`src/rtl/sha_msg_loader.sv`:
```
// sha_msg_loader: packs a byte stream into big-endian 32-bit words, applies
// SHA-256 padding for a single 512-bit block and writes the 16 block words
// into the data-memory message area. It holds the SHA core in reset until
// the block is complete.
//
// Optional feature macro: SHA_INIT_CONST_EN
//   When defined, an INIT phase first writes H0..H7 to addresses 0..7 and
//   K0..K63 to addresses 10..73 from an internal ROM. When undefined, there
//   is no INIT state and no ROM, so the constants must be preloaded elsewhere.
module sha_msg_loader #(
    parameter int ADDR_W    = 10,
    parameter int MSG_BASE  = 100,
    parameter int MAX_BYTES = 55
) (
    input  logic              clk,
    input  logic              reset,
    input  logic              in_valid,
    input  logic [7:0]        in_data,
    input  logic              in_last,
    output logic              in_ready,
    output logic              mem_we,
    output logic [ADDR_W-1:0] mem_addr,
    output logic [31:0]       mem_wdata,
    output logic              done,
    output logic              err,
    output logic              core_rst_n
);

`ifdef SHA_INIT_CONST_EN
    typedef enum logic [2:0] {
        S_WAIT, S_INIT, S_RECV, S_PAD, S_LEN, S_DONE, S_ERR
    } state_t;

    localparam logic [31:0] H_TAB [8] = '{
        32'h6a09e667, 32'hbb67ae85, 32'h3c6ef372, 32'ha54ff53a,
        32'h510e527f, 32'h9b05688c, 32'h1f83d9ab, 32'h5be0cd19
    };

    localparam logic [31:0] K_TAB [64] = '{
        32'h428a2f98, 32'h71374491, 32'hb5c0fbcf, 32'he9b5dba5,
        32'h3956c25b, 32'h59f111f1, 32'h923f82a4, 32'hab1c5ed5,
        32'hd807aa98, 32'h12835b01, 32'h243185be, 32'h550c7dc3,
        32'h72be5d74, 32'h80deb1fe, 32'h9bdc06a7, 32'hc19bf174,
        32'he49b69c1, 32'hefbe4786, 32'h0fc19dc6, 32'h240ca1cc,
        32'h2de92c6f, 32'h4a7484aa, 32'h5cb0a9dc, 32'h76f988da,
        32'h983e5152, 32'ha831c66d, 32'hb00327c8, 32'hbf597fc7,
        32'hc6e00bf3, 32'hd5a79147, 32'h06ca6351, 32'h14292967,
        32'h27b70a85, 32'h2e1b2138, 32'h4d2c6dfc, 32'h53380d13,
        32'h650a7354, 32'h766a0abb, 32'h81c2c92e, 32'h92722c85,
        32'ha2bfe8a1, 32'ha81a664b, 32'hc24b8b70, 32'hc76c51a3,
        32'hd192e819, 32'hd6990624, 32'hf40e3585, 32'h106aa070,
        32'h19a4c116, 32'h1e376c08, 32'h2748774c, 32'h34b0bcb5,
        32'h391c0cb3, 32'h4ed8aa4a, 32'h5b9cca4f, 32'h682e6ff3,
        32'h748f82ee, 32'h78a5636f, 32'h84c87814, 32'h8cc70208,
        32'h90befffa, 32'ha4506ceb, 32'hbef9a3f7, 32'hc67178f2
    };

    // ROM entries 0..7 are the initial hash values, 8..71 the round constants.
    function automatic logic [31:0] rom_word(input logic [6:0] idx);
        logic [6:0] k_idx;
        k_idx = idx - 7'd8;
        if (idx < 7'd8) return H_TAB[idx[2:0]];
        else            return K_TAB[k_idx[5:0]];
    endfunction

    // Hash values sit at 0..7; round constants start at 10, leaving a gap of two.
    function automatic logic [ADDR_W-1:0] rom_addr(input logic [6:0] idx);
        if (idx < 7'd8) return ADDR_W'(idx);
        else            return ADDR_W'(idx) + ADDR_W'(2);
    endfunction

    logic [6:0] rom_idx;
`else
    typedef enum logic [2:0] {
        S_WAIT, S_RECV, S_PAD, S_LEN, S_DONE, S_ERR
    } state_t;
`endif

    localparam logic [5:0] MAX_CNT = 6'(MAX_BYTES);

    state_t      state;
    logic [5:0]  cnt;       // bytes accepted so far
    logic [31:0] pack;      // word under assembly
    logic [3:0]  word_idx;  // next message word to write in PAD/LEN
    logic        pad_mark;  // next PAD write carries the 0x80 marker
    logic [31:0] merged;    // pack with the current byte (and marker) inserted

    function automatic logic [ADDR_W-1:0] msg_addr(input logic [3:0] w);
        return ADDR_W'(MSG_BASE) + ADDR_W'(w);
    endfunction

    // Insert the incoming byte into its lane; the following lane gets the
    // 0x80 marker and later lanes are zero, which is the padded form of a
    // partial final word. For lane 3 this is simply the completed word.
    always_comb begin
        // NOTE: every always_comb output gets a default first so no latch is inferred.
        merged = pack;
        case (cnt[1:0])
            2'd0:    merged = {in_data, 8'h80, 16'h0000};
            2'd1:    merged = {pack[31:24], in_data, 8'h80, 8'h00};
            2'd2:    merged = {pack[31:16], in_data, 8'h80};
            default: merged = {pack[31:8], in_data};
        endcase
    end

    // Control FSM with registered outputs: packing, padding and length writes.
    always_ff @(posedge clk or negedge reset) begin
        if (!reset) begin
            state      <= S_WAIT;
            cnt        <= '0;
            pack       <= '0;
            word_idx   <= '0;
            pad_mark   <= 1'b0;
            in_ready   <= 1'b0;
            mem_we     <= 1'b0;
            mem_addr   <= '0;
            mem_wdata  <= '0;
            done       <= 1'b0;
            err        <= 1'b0;
            core_rst_n <= 1'b0;
`ifdef SHA_INIT_CONST_EN
            rom_idx    <= '0;
`endif
        end else begin
            // NOTE: non-blocking assignments so every branch sees pre-edge register values.
            mem_we <= 1'b0;
            case (state)
                S_WAIT: begin
`ifdef SHA_INIT_CONST_EN
                    state   <= S_INIT;
                    rom_idx <= '0;
`else
                    state   <= S_RECV;
`endif
                end

`ifdef SHA_INIT_CONST_EN
                S_INIT: begin
                    mem_we    <= 1'b1;
                    mem_addr  <= rom_addr(rom_idx);
                    mem_wdata <= rom_word(rom_idx);
                    rom_idx   <= rom_idx + 7'd1;
                    if (rom_idx == 7'd71) state <= S_RECV;
                end
`endif

                S_RECV: begin
                    in_ready <= 1'b1;
                    if (in_valid && in_ready) begin
                        if (cnt == MAX_CNT) begin
                            // Overlength byte: dropped, loader stops for good.
                            state    <= S_ERR;
                            err      <= 1'b1;
                            in_ready <= 1'b0;
                        end else begin
                            cnt  <= cnt + 6'd1;
                            pack <= merged;
                            if (in_last || cnt[1:0] == 2'd3) begin
                                mem_we    <= 1'b1;
                                mem_addr  <= msg_addr(cnt[5:2]);
                                mem_wdata <= merged;
                            end
                            if (in_last) begin
                                in_ready <= 1'b0;
                                word_idx <= cnt[5:2] + 4'd1;
                                // An aligned final byte leaves the marker for a word of its own.
                                pad_mark <= (cnt[1:0] == 2'd3);
                                state    <= (cnt[5:2] == 4'd13) ? S_LEN : S_PAD;
                            end
                        end
                    end
                end

                S_PAD: begin
                    mem_we    <= 1'b1;
                    mem_addr  <= msg_addr(word_idx);
                    mem_wdata <= pad_mark ? 32'h8000_0000 : 32'h0000_0000;
                    pad_mark  <= 1'b0;
                    word_idx  <= word_idx + 4'd1;
                    if (word_idx == 4'd13) state <= S_LEN;
                end

                S_LEN: begin
                    mem_we    <= 1'b1;
                    mem_addr  <= msg_addr(word_idx);
                    mem_wdata <= (word_idx == 4'd15) ? {23'd0, cnt, 3'd0} : 32'h0000_0000;
                    word_idx  <= word_idx + 4'd1;
                    if (word_idx == 4'd15) state <= S_DONE;
                end

                S_DONE: begin
                    done       <= 1'b1;
                    core_rst_n <= 1'b1;
                    in_ready   <= 1'b0;
                end

                S_ERR: begin
                    err      <= 1'b1;
                    in_ready <= 1'b0;
                end

                default: state <= S_WAIT;
            endcase
        end
    end

endmodule
```
`config.mk`:
```
export PLATFORM = sky130hd
export DESIGN_NAME = sha_msg_loader
export DESIGN_NICKNAME = d
export VERILOG_FILES = /design/src/rtl/sha_msg_loader.sv
export SDC_FILE = /design/constraint.sdc
export NUM_CORES = 1
export LEC_CHECK = 0
export BUFFER_PORTS_ARGS = -buffer_cell sky130_fd_sc_hd__buf_2
export CAP_MARGIN = 20
export CORE_ASPECT_RATIO = 0.8
export CORE_MARGIN = 5
export CORE_UTILIZATION = 32
export DETAILED_ROUTE_END_ITERATION = 8
export PLACE_DENSITY_LB_ADDON = 0.3
export SYNTH_ARGS = -nofsm -noshare
export SYNTH_HDL_FRONTEND = slang
export SYNTH_SLANG_ARGS = --single-unit
```
`constraint.sdc`:
```
create_clock -name clk -period 1.9 [get_ports clk]
set_input_delay 0.19 -clock clk [delete_from_list [all_inputs] [get_ports clk]]
set_output_delay 0.19 -clock clk [all_outputs]
set_load 0.05 [all_outputs]
```
==> results.sh, run 1 <==
export IMPL_status="finished clean"
export IMPL_grt_pass1_wl_um=15700
export IMPL_maxSlewViolCount=0
export IMPL_start_util_pct=32.8
export IMPL_clk_insertion_delay_late_ps=330
export IMPL_die_width_um=132
export IMPL_ys_dominant_reg_cell="dfrtp_1"
export IMPL_portBuffers=55
export IMPL_critPathMostFrequentCell="nand2_1"
export IMPL_p_leak_nw=2.29
export IMPL_wire_per_inst_um=16.5
export IMPL_cts_sinks=80
export IMPL_yosysWarnings=0
export IMPL_max_stage_delay_ps=440
export IMPL_final_area_um2=4630
export IMPL_final_nets=436
export IMPL_drcViolationCount=0
export IMPL_ys_async_sr_fraction_pct=100
export IMPL_synth_edf_count=0
export IMPL_netlist_instances=361
export IMPL_crit_type="reg2reg"
export IMPL_synth_top_cell_area_share_pct=52.8
export IMPL_intPower_mw=4.74
export IMPL_grt_usage_pct=13.9
export IMPL_yosys_area_top_type="dfrtp_1"
export IMPL_io_pins=59
export IMPL_grt_max_degree=81
export IMPL_setup_tns_ps=0
export IMPL_syn_area_per_cell_um2=10.5
export IMPL_fin_crit_ps=1790
export IMPL_drive_gt1_share_pct=28.2
export IMPL_grt_overflow=0
export IMPL_reg2regPathDepth=7
export IMPL_pwr_share_clk_pct=24.6
export IMPL_antenna_cells=0
export IMPL_clk_path_buf_depth=2
export IMPL_path_cells="nand2b_2 -> buf_4 -> nand2_1 -> nand2_1 -> ha_1 -> xnor2_1 -> mux2_2"
export IMPL_skew_ps=9.13
export IMPL_worstPathRequired_ps=2110
export IMPL_antenna_found_initial=0
export IMPL_combPwrFrac_pct=43.5
export IMPL_fin_util_pct=40.0
export IMPL_clk_pin_slew_worst_paths_ps=60
export IMPL_crit_slowest_cell="dfrtp_1"
export IMPL_rows=35
export IMPL_fin_crit_sh_pct=94.2
export IMPL_die_h_um=107
export IMPL_crit_path_start_kind="register"
export IMPL_hold_path_class="in2reg"
export IMPL_root_buffer="clkbuf_16"
export IMPL_dpl_cell_area_um2=4260
export IMPL_vdd_drop_max_uv=464
export IMPL_gp_congestion=0.879
export IMPL_syn_to_final_growth_pct=22.0
export IMPL_tritoncts="yes"
export IMPL_setup_violations=0
export IMPL_cap_violations=0
export IMPL_timing_rr_start="state[2]"
export IMPL_first_global_vias=2996
export IMPL_yosys_top_cells_area="dfrtp_1, o21ai_0, a22oi_1, nand2_1, mux2_2"
export IMPL_dp_hpwl_um=6780
export IMPL_core_area_um2=11600
export IMPL_cts_buffers=9
export IMPL_first_iter_violations=283
export IMPL_netSwitchingFraction_pct=40.6
export IMPL_ys_ff_latch=80
export IMPL_crit_path_start="state[2]"
export IMPL_detail_route_antenna_nets=0
export IMPL_routed_via_density=5.12
export IMPL_syn_cell_area_um2=3790
export IMPL_hold_violations=0
export IMPL_worstPathMaxFanout=19
export IMPL_fmax_mhz=558
export IMPL_cts_max_level=3
export IMPL_ff2ff_setup_slack_ps=110
export IMPL_critical_path_arrival_ps=2000
export IMPL_worst_setup_path_end_kind="register"
export IMPL_power_density_nw_per_um2=1720
export IMPL_rsz0062_at_grt="true"
export IMPL_ys_seq_area_share_pct=52.8
export IMPL_timing_critical_path_to="word_idx[2]"
export IMPL_wl_um=9390
export IMPL_via_count=2919
export IMPL_dieArea_um2=14100
export IMPL_cts_setup_buffers=0
export IMPL_r2r_end="word_idx[2]"
export IMPL_first_pass_iters=4
export IMPL_synth_distinct_cells=49
export IMPL_p_switching_mw=3.23
export IMPL_p_seq_share_pct=31.9
[metal layers]
metal / vias to the layer above / wire length (um) / global-route usage, %
met3: 4 / 661 / 4.81
met5: - / 0 / 0
met2: 80 / 4000 / 19.4
li1: 1405 / - / -
met1: 1430 / 4650 / 19.8
met4: 0 / 65 / 4.77
[synth_stat cells (2+ instances only)]
master,number
buf_1,4
buf_2,10
a21o_1,2
nand3_1,28
nor2_1,9
xnor2_1,4
and3_1,6
a2bb2oi_1,4
nor2b_1,5
a21oi_1,5
o21ai_0,50
mux2i_1,3
o21bai_1,2
or2_2,2
nand2_1,40
a31oi_1,3
dfrtp_1,80
o211ai_1,3
ha_1,6
a22oi_1,22
a41o_1,3
clkbuf_1,10
mux2_4,3
a32o_1,5
buf_4,9
mux2_2,13
inv_1,6
xor2_1,3
[state kept, by name, summed over array words and instances, names as in the netlist, 3 cells and up]
signal	count
cnt	6
mem_addr	6
mem_wdata	32
pack	24
state	3
word_idx	4
[cells by family after synthesis]
group                      after synthesis  synth area share, %
AOI/OAI and AO/OA                      106                 18.7
and+or+nand+nor                        101                 13.5
DFF                                     80                 52.8
buffers and inverters                   41                 5.51
muxes                                   19                 5.84
xor gates and xnor gates                 7                 1.62
adders and majority gates                6                 1.98
other                                    1               0.0988
[cell usage in the layout, fill, tap and decap left out, types with 4 or more instances in the layout]
| cell type | count |
|---|---|
| buf_2 | 54 |
| mux2_2 | 13 |
| inv_1 | 6 |
| nor2b_1 | 5 |
| clkbuf_16 | 9 |
| dfrtp_1 | 80 |
| a21oi_1 | 5 |
| xnor2_1 | 4 |
| nand3_1 | 28 |
| buf_4 | 20 |
| nor2_1 | 9 |
| a2bb2oi_1 | 4 |
| and3_1 | 6 |
| a32o_1 | 5 |
| ha_1 | 5 |
| nand2_1 | 40 |
| o21ai_0 | 50 |
| a22oi_1 | 22 |
[how the worst min path moves through the flow]
stage | slack (ps) | end | from | cells after the start
after floorplan | -110 | cnt[0] | reset | 0
after global placement | 250 | mem_addr[0] | reset | 2
after detailed placement | 260 | word_idx[2] | reset | 2
after CTS | 200 | mem_wdata[1] | in_data[1] | 2
after global routing | 210 | mem_wdata[1] | in_data[1] | 2
final | 210 | mem_wdata[1] | in_data[1] | 2
[metrics by stage]
step	setup slack, ps	total power, mW	instances	hold slack, ps
floorplan	40.3	5.07	363	-106
global placement	91.5	5.96	554	252
detailed placement	20.8	6.03	554	260
CTS	61.2	8.03	570	196
global route	-28.0	8.53	570	214
finish	109	7.97	570	215
[final cells by class]
| cell class | count | area, um2 |
|---|---|---|
| fill | 1157 | 6930 |
| sequential | 80 | 2000 |
| multi-input combinational | 242 | 1600 |
| timing repair buffer | 79 | 484 |
| clock buffer | 12 | 246 |
| tap | 148 | 185 |
| clock inverter | 3 | 90.1 |
| inverter | 6 | 22.5 |
[critical path: cells and delay by family (launching register included)]
family / cells / cell delay, ps
xor gates and xnor gates: 1 / 120
adders and majority gates: 1 / 190
buffers and inverters: 1 / 230
DFF: 1 / 440
muxes: 1 / 260
and+or+nand+nor: 3 / 440
[power groups by stage]
| stage | Clock, mW | Combinational (mW) | Sequential [mW] |
|---|---|---|---|
| global placement | 0 | 3.41 | 2.55 |
| floorplan | 0 | 1.94 | 3.14 |
| finish | 1.96 | 3.47 | 2.55 |
| global route | 2.08 | 3.82 | 2.62 |
| CTS | 2.01 | 3.47 | 2.55 |
| detailed placement | 0 | 3.45 | 2.57 |
[what timing repair did]
item | CTS | global route
cloned | 0 | 0
hold buffers | 1 | 0
setup endpoints to repair | 1 | 25
resized for setup | 1 | 4
endpoints found under the hold margin | 80 | 0
pin swaps | 0 | 0
Power figures use the tool's default switching activity.
==> run 2, diff against run 1 <==
RECOVER_POWER = 100   (was not set)
==> run 2 against run 1 <==
  * Clock skew shrank 2.7 ps
  * Count of clock-buffer cells in the layout did not move
  * Flip-flop and latch count is the same
  * Core utilization shrank 0.61 points
  * Cell area down 1.5%
  * Routed wire length hardly changed
  * Worst hold slack improved by 3.1 ps
  * Largest power group unchanged
  * Critical path depth did not move
==> results.sh, run 2 (synthesized netlist as in run 1, its figures left out) <==
export IMPL_setup_violations=0
export IMPL_cts_max_level=3
export IMPL_die_h_um=107
export IMPL_worstPathMaxFanout=19
export IMPL_pwr_share_clk_pct=24.9
export IMPL_grt_max_degree=81
export IMPL_first_pass_iters=5
export IMPL_clk_path_buf_depth=2
export IMPL_netSwitchingFraction_pct=40.9
export IMPL_tightest_slew_ps=1090
export IMPL_met2_length_um=3940
export IMPL_fin_cells=570
export IMPL_combPwrFrac_pct=43.0
export IMPL_hold_violations=0
export IMPL_crit_path_start="state[2]"
export IMPL_grt_usage_pct=13.9
export IMPL_grt_overflow=0
export IMPL_die_width_um=132
export IMPL_vdd_drop_max_uv=460
export IMPL_final_nets=436
export IMPL_first_global_vias=2996
export IMPL_critical_path_arrival_ps=2000
export IMPL_hold_path_startpoint="in_data[1]"
export IMPL_drcViolationCount=0
export IMPL_final_cell_mix="dfrtp_1, o21ai_0, clkbuf_1, nand2_1, nand3_1"
export IMPL_setup_tns_ps=0
export IMPL_tritoncts="yes"
export IMPL_p_switching_mw=3.24
export IMPL_top_layer="met4"
export IMPL_detail_route_antenna_nets=0
export IMPL_p_seq_share_pct=32.2
export IMPL_rows=35
export IMPL_antenna_found_initial=0
export IMPL_crit_path_start_kind="register"
export IMPL_slew_headroom_pct=27.1
export IMPL_first_iter_violations=247
export IMPL_skew_ps=6.43
export IMPL_routed_via_density=5.16
export IMPL_portBuffers=55
export IMPL_cap_violations=0
export IMPL_rsz0062_at_grt="true"
export IMPL_reg_top3="mem_wdata (32), pack (24)"
export IMPL_cts_buffers=9
export IMPL_grt_pass1_wl_um=15700
export IMPL_start_util_pct=32.8
export IMPL_largest_register="mem_wdata"
export IMPL_cts_setup_buffers=0
export IMPL_antenna_cells=0
export IMPL_wl_um=9390
export IMPL_intPower_mw=4.68
export IMPL_fin_crit_sh_pct=94.3
export IMPL_syn_to_final_growth_pct=20.2
export IMPL_dp_hpwl_um=6780
export IMPL_via_count=2939
export IMPL_io_pins=59
export IMPL_crit_type="reg2reg"
export IMPL_root_buffer="clkbuf_16"
export IMPL_cts_sinks=80
export IMPL_clk_pin_slew_worst_paths_ps=60
export IMPL_layout_commonest_cell="dfrtp_1"
export IMPL_fmax_mhz=558
export IMPL_dieArea_um2=14100
export IMPL_core_area_um2=11600
export IMPL_worstPathRequired_ps=2110
export IMPL_p_leak_nw=2.11
export IMPL_wl_met3_um=672
export IMPL_clk_insertion_delay_late_ps=330
export IMPL_dp_cells=554
export IMPL_worst_setup_path_end_kind="register"
export IMPL_hold_path_class="in2reg"
export IMPL_met1Wirelength_um=4700
export IMPL_gp_congestion=0.879
export IMPL_fin_crit_ps=1790
export IMPL_power_density_nw_per_um2=1740
export IMPL_maxSlewViolCount=0
export IMPL_wire_per_inst_um=16.5
export IMPL_largest_reg_flops=32
export IMPL_status="finished clean"
export IMPL_holdWs_ps=218
export IMPL_timing_rr_start="state[2]"
export IMPL_drive_gt1_share_pct=17.8
[run 2: cell types whose count changed in the layout (fill, tap and decap cells not counted)]
cell      delta
clkbuf_1    +44
buf_12       -1
buf_2       -43
clkbuf_4     +2
buf_4        -2
[run 2: worst paths after layout]
check / slack [ps] / cells after the start / endpoint
max: 110 / 7 / word_idx[2]
min: 220 / 2 / mem_wdata[1]
max reg2reg: 110 / 7 / word_idx[2]
min reg2reg: 470 / 1 / err
max in group asynchronous: 470 / 3 / pack[28]
min in group asynchronous: 740 / 3 / mem_addr[0]
[run 2: layout make-up]
| cell class | count | area (um2) |
|---|---|---|
| clock inverters | 3 | 90.1 |
| fillers | 1178 | 7000 |
| clock buffers | 12 | 246 |
| well taps | 148 | 185 |
| inverters | 6 | 22.5 |
| flip-flops and latches | 80 | 2000 |
| repair buffers | 79 | 414 |
| multi-input cells | 242 | 1600 |
[run 2: timing repair]
item	4_1_cts	5_1_grt
hold endpoints to repair	80	0
endpoints found under the setup margin	1	25
hold buffers	1	0
cloned	0	0
gates resized for setup	1	4
[run 2: layer usage]
layer | vias to the layer above | global-route usage, %
met4 | 0 | 4.77
met5 | - | 0
met2 | 84 | 19.4
met1 | 1440 | 19.8
li1 | 1408 | -
met3 | 7 | 4.81
[run 2: per-stage QoR]
step	utilization [%]	power, mW	setup slack (ps)	cell area (um2)
3_5_place_dp	36.9	6.03	20.8	4260
6_report	39.4	7.92	109	4560
4_1_cts	39.9	8.03	61.2	4610
2_1_floorplan	-	5.07	40.3	3800
5_1_grt	39.4	8.46	-28.0	4560
3_3_place_gp	36.9	5.96	91.5	4260
[run 2: critical path, cell delays in order (launching register included)]
cell and delay [ps]:
dfrtp_1 440, nand2b_2 260, buf_4 230, nand2_1 90, nand2_1 80, ha_1 190
xnor2_1 120, mux2_2 260
[run 2: power by group through the flow]
stage | Combinational [mW] | Clock [mW] | Sequential [mW]
finish | 3.40 | 1.97 | 2.55
global route | 3.76 | 2.08 | 2.63
CTS | 3.47 | 2.01 | 2.55
detailed placement | 3.45 | 0 | 2.57
global placement | 3.41 | 0 | 2.55
floorplan | 1.94 | 0 | 3.14
==> run 3, diff against run 2 <==
SETUP_SLACK_MARGIN = 0.5   (was not set)
==> run 3 against run 2 <==
  * Clock power shrank 5%
  * Sequential power grew 3%
  * Cell area grew 14%
  * Register-to-register slack gained 20 ps
  * Maximum frequency grew 0.97%
  * Sequential share of layout area shrank 5.5 points
  * Worst hold slack gained 5.3 ps
  * Critical endpoint is now pack[30]
  * Largest power group unchanged
==> results.sh, run 3 (synthesized netlist as in run 1, its figures left out) <==
export IMPL_die_width_um=132
export IMPL_detail_route_antenna_nets=0
export IMPL_routed_via_density=5.26
export IMPL_layout_commonest_cell="dfrtp_1"
export IMPL_grt_pass1_wl_um=17100
export IMPL_setup_violations=0
export IMPL_rsz0062_at_grt="true"
export IMPL_cap_violations=0
export IMPL_fin_crit_ps=1770
export IMPL_antenna_found_initial=0
export IMPL_slew_headroom_pct=33.3
export IMPL_grt_max_degree=40
export IMPL_hold_violations=0
export IMPL_worstPathRequired_ps=2110
export IMPL_power_total_mw=8.94
export IMPL_start_util_pct=32.8
export IMPL_drcViolationCount=0
export IMPL_clk_pin_slew_worst_paths_ps=60
export IMPL_worst_setup_path_end_kind="register"
export IMPL_setup_tns_ps=0
export IMPL_crit_path_start_kind="register"
export IMPL_holdWs_ps=223
export IMPL_largest_reg_flops=32
export IMPL_vdd_drop_max_uv=704
export IMPL_portBuffers=55
export IMPL_antenna_cells=0
export IMPL_rows=35
export IMPL_skew_ps=6.35
export IMPL_io_pins=59
export IMPL_maxSlewViolCount=0
export IMPL_first_global_vias=3221
export IMPL_die_h_um=107
export IMPL_crit_type="reg2reg"
export IMPL_syn_to_final_growth_pct=37.5
export IMPL_dp_hpwl_um=7000
export IMPL_final_cell_mix="dfrtp_1, clkbuf_1, nand2_1, o21ai_0, nand3_1"
export IMPL_drive_gt1_share_pct=33.3
export IMPL_fin_util_pct=45.1
export IMPL_via_count=3149
export IMPL_grt_overflow=0
export IMPL_status="finished clean"
export IMPL_fmax_mhz=564
export IMPL_cts_sinks=80
export IMPL_root_buffer="clkbuf_16"
export IMPL_dieArea_um2=14100
export IMPL_clk_path_buf_depth=2
export IMPL_hold_path_depth=2
export IMPL_core_area_um2=11600
export IMPL_power_density_nw_per_um2=1710
export IMPL_critical_path_arrival_ps=1980
export IMPL_tightest_slew_ps=1000
export IMPL_p_leak_nw=2.32
export IMPL_reg_top3="mem_wdata (32), pack (24)"
export IMPL_largest_register="mem_wdata"
export IMPL_fin_crit_sh_pct=93.3
export IMPL_gp_congestion=0.871
export IMPL_cts_max_level=3
export IMPL_worstPathMaxFanout=8
export IMPL_hold_path_class="in2reg"
export IMPL_final_nets=464
export IMPL_cts_buffers=9
export IMPL_reg2regPathDepth=8
export IMPL_clk_insertion_delay_late_ps=340
export IMPL_first_iter_violations=233
export IMPL_first_pass_iters=4
export IMPL_tritoncts="yes"
export IMPL_wl_um=10700
export IMPL_grt_usage_pct=15.0
export IMPL_wire_per_inst_um=17.8
[run 3: cell count changes in the layout (fill, tap and decap cells not counted), sizes merged]
cell / before / now
buf: 32 / 55
bufinv: 3 / 2
clkbuf: 58 / 59
clkinv: 0 / 3
clkinvlp: 0 / 1
inv: 6 / 7
o2111ai: 1 / 2
[run 3: repair_timing]
action,CTS,global route
resized for setup,61,52
buffers inserted,16,3
endpoints found under the hold margin,36,0
gates cloned,5,1
hold buffers,1,0
pin swaps,26,26
setup endpoints to repair,78,78
[run 3: power by group]
part	total, mW	leakage, nW	switching [mW]	internal [mW]
Combinational	4.46	1.11	2.67	1.79
Clock	1.87	0.156	0.714	1.15
Sequential	2.62	1.05	0.411	2.20
Total	8.94	2.32	3.79	5.15
[run 3: area by class of cell]
cell class | instances | area [um2]
inverters | 6 | 22.5
repair buffers | 106 | 805
fillers | 1086 | 6340
clock inverters | 7 | 95.1
clock buffers | 9 | 225
well taps | 148 | 185
multi-input cells | 243 | 1880
flip-flops and latches | 80 | 2010
[run 3: critical path, stage by stage (launching register included)]
cell and delay [ps]:
dfrtp_1 450, nor3b_4 220, buf_6 140, o2111ai_2 220
buf_12 200, buf_6 110, buf_12 130, nand2_1 80
o21ai_1 90
[run 3: layer usage]
| layer | GRT usage [%] | vias up | wire length (um) |
|---|---|---|---|
| li1 | - | 1470 | - |
| met1 | 21.4 | 1577 | 5050 |
| met2 | 22.5 | 90 | 4980 |
| met3 | 3.88 | 12 | 484 |
| met4 | 4.48 | 0 | 144 |
| met5 | 0 | - | 0 |
[run 3: metrics by stage]
step / instance area, um2 / std cells / setup slack [ps]
after floorplan: 3920 / 363 / 178
after global placement: 4360 / 557 / 65.8
after detailed placement: 4360 / 557 / -53.7
after CTS: 5130 / 595 / 232
after global routing: 5220 / 599 / 33.5
final: 5220 / 599 / 126
[run 3: path summary, 6_finish.rpt]
check	from	to	slack [ps]
worst max-delay path	state[1]	pack[30]	130
min in group asynchronous	reset	mem_addr[0]	550
max in group asynchronous	reset	in_ready	490
worst min-delay path	in_data[1]	mem_wdata[1]	220
worst min register to register	err	err	470
worst max register to register	state[1]	pack[30]	130
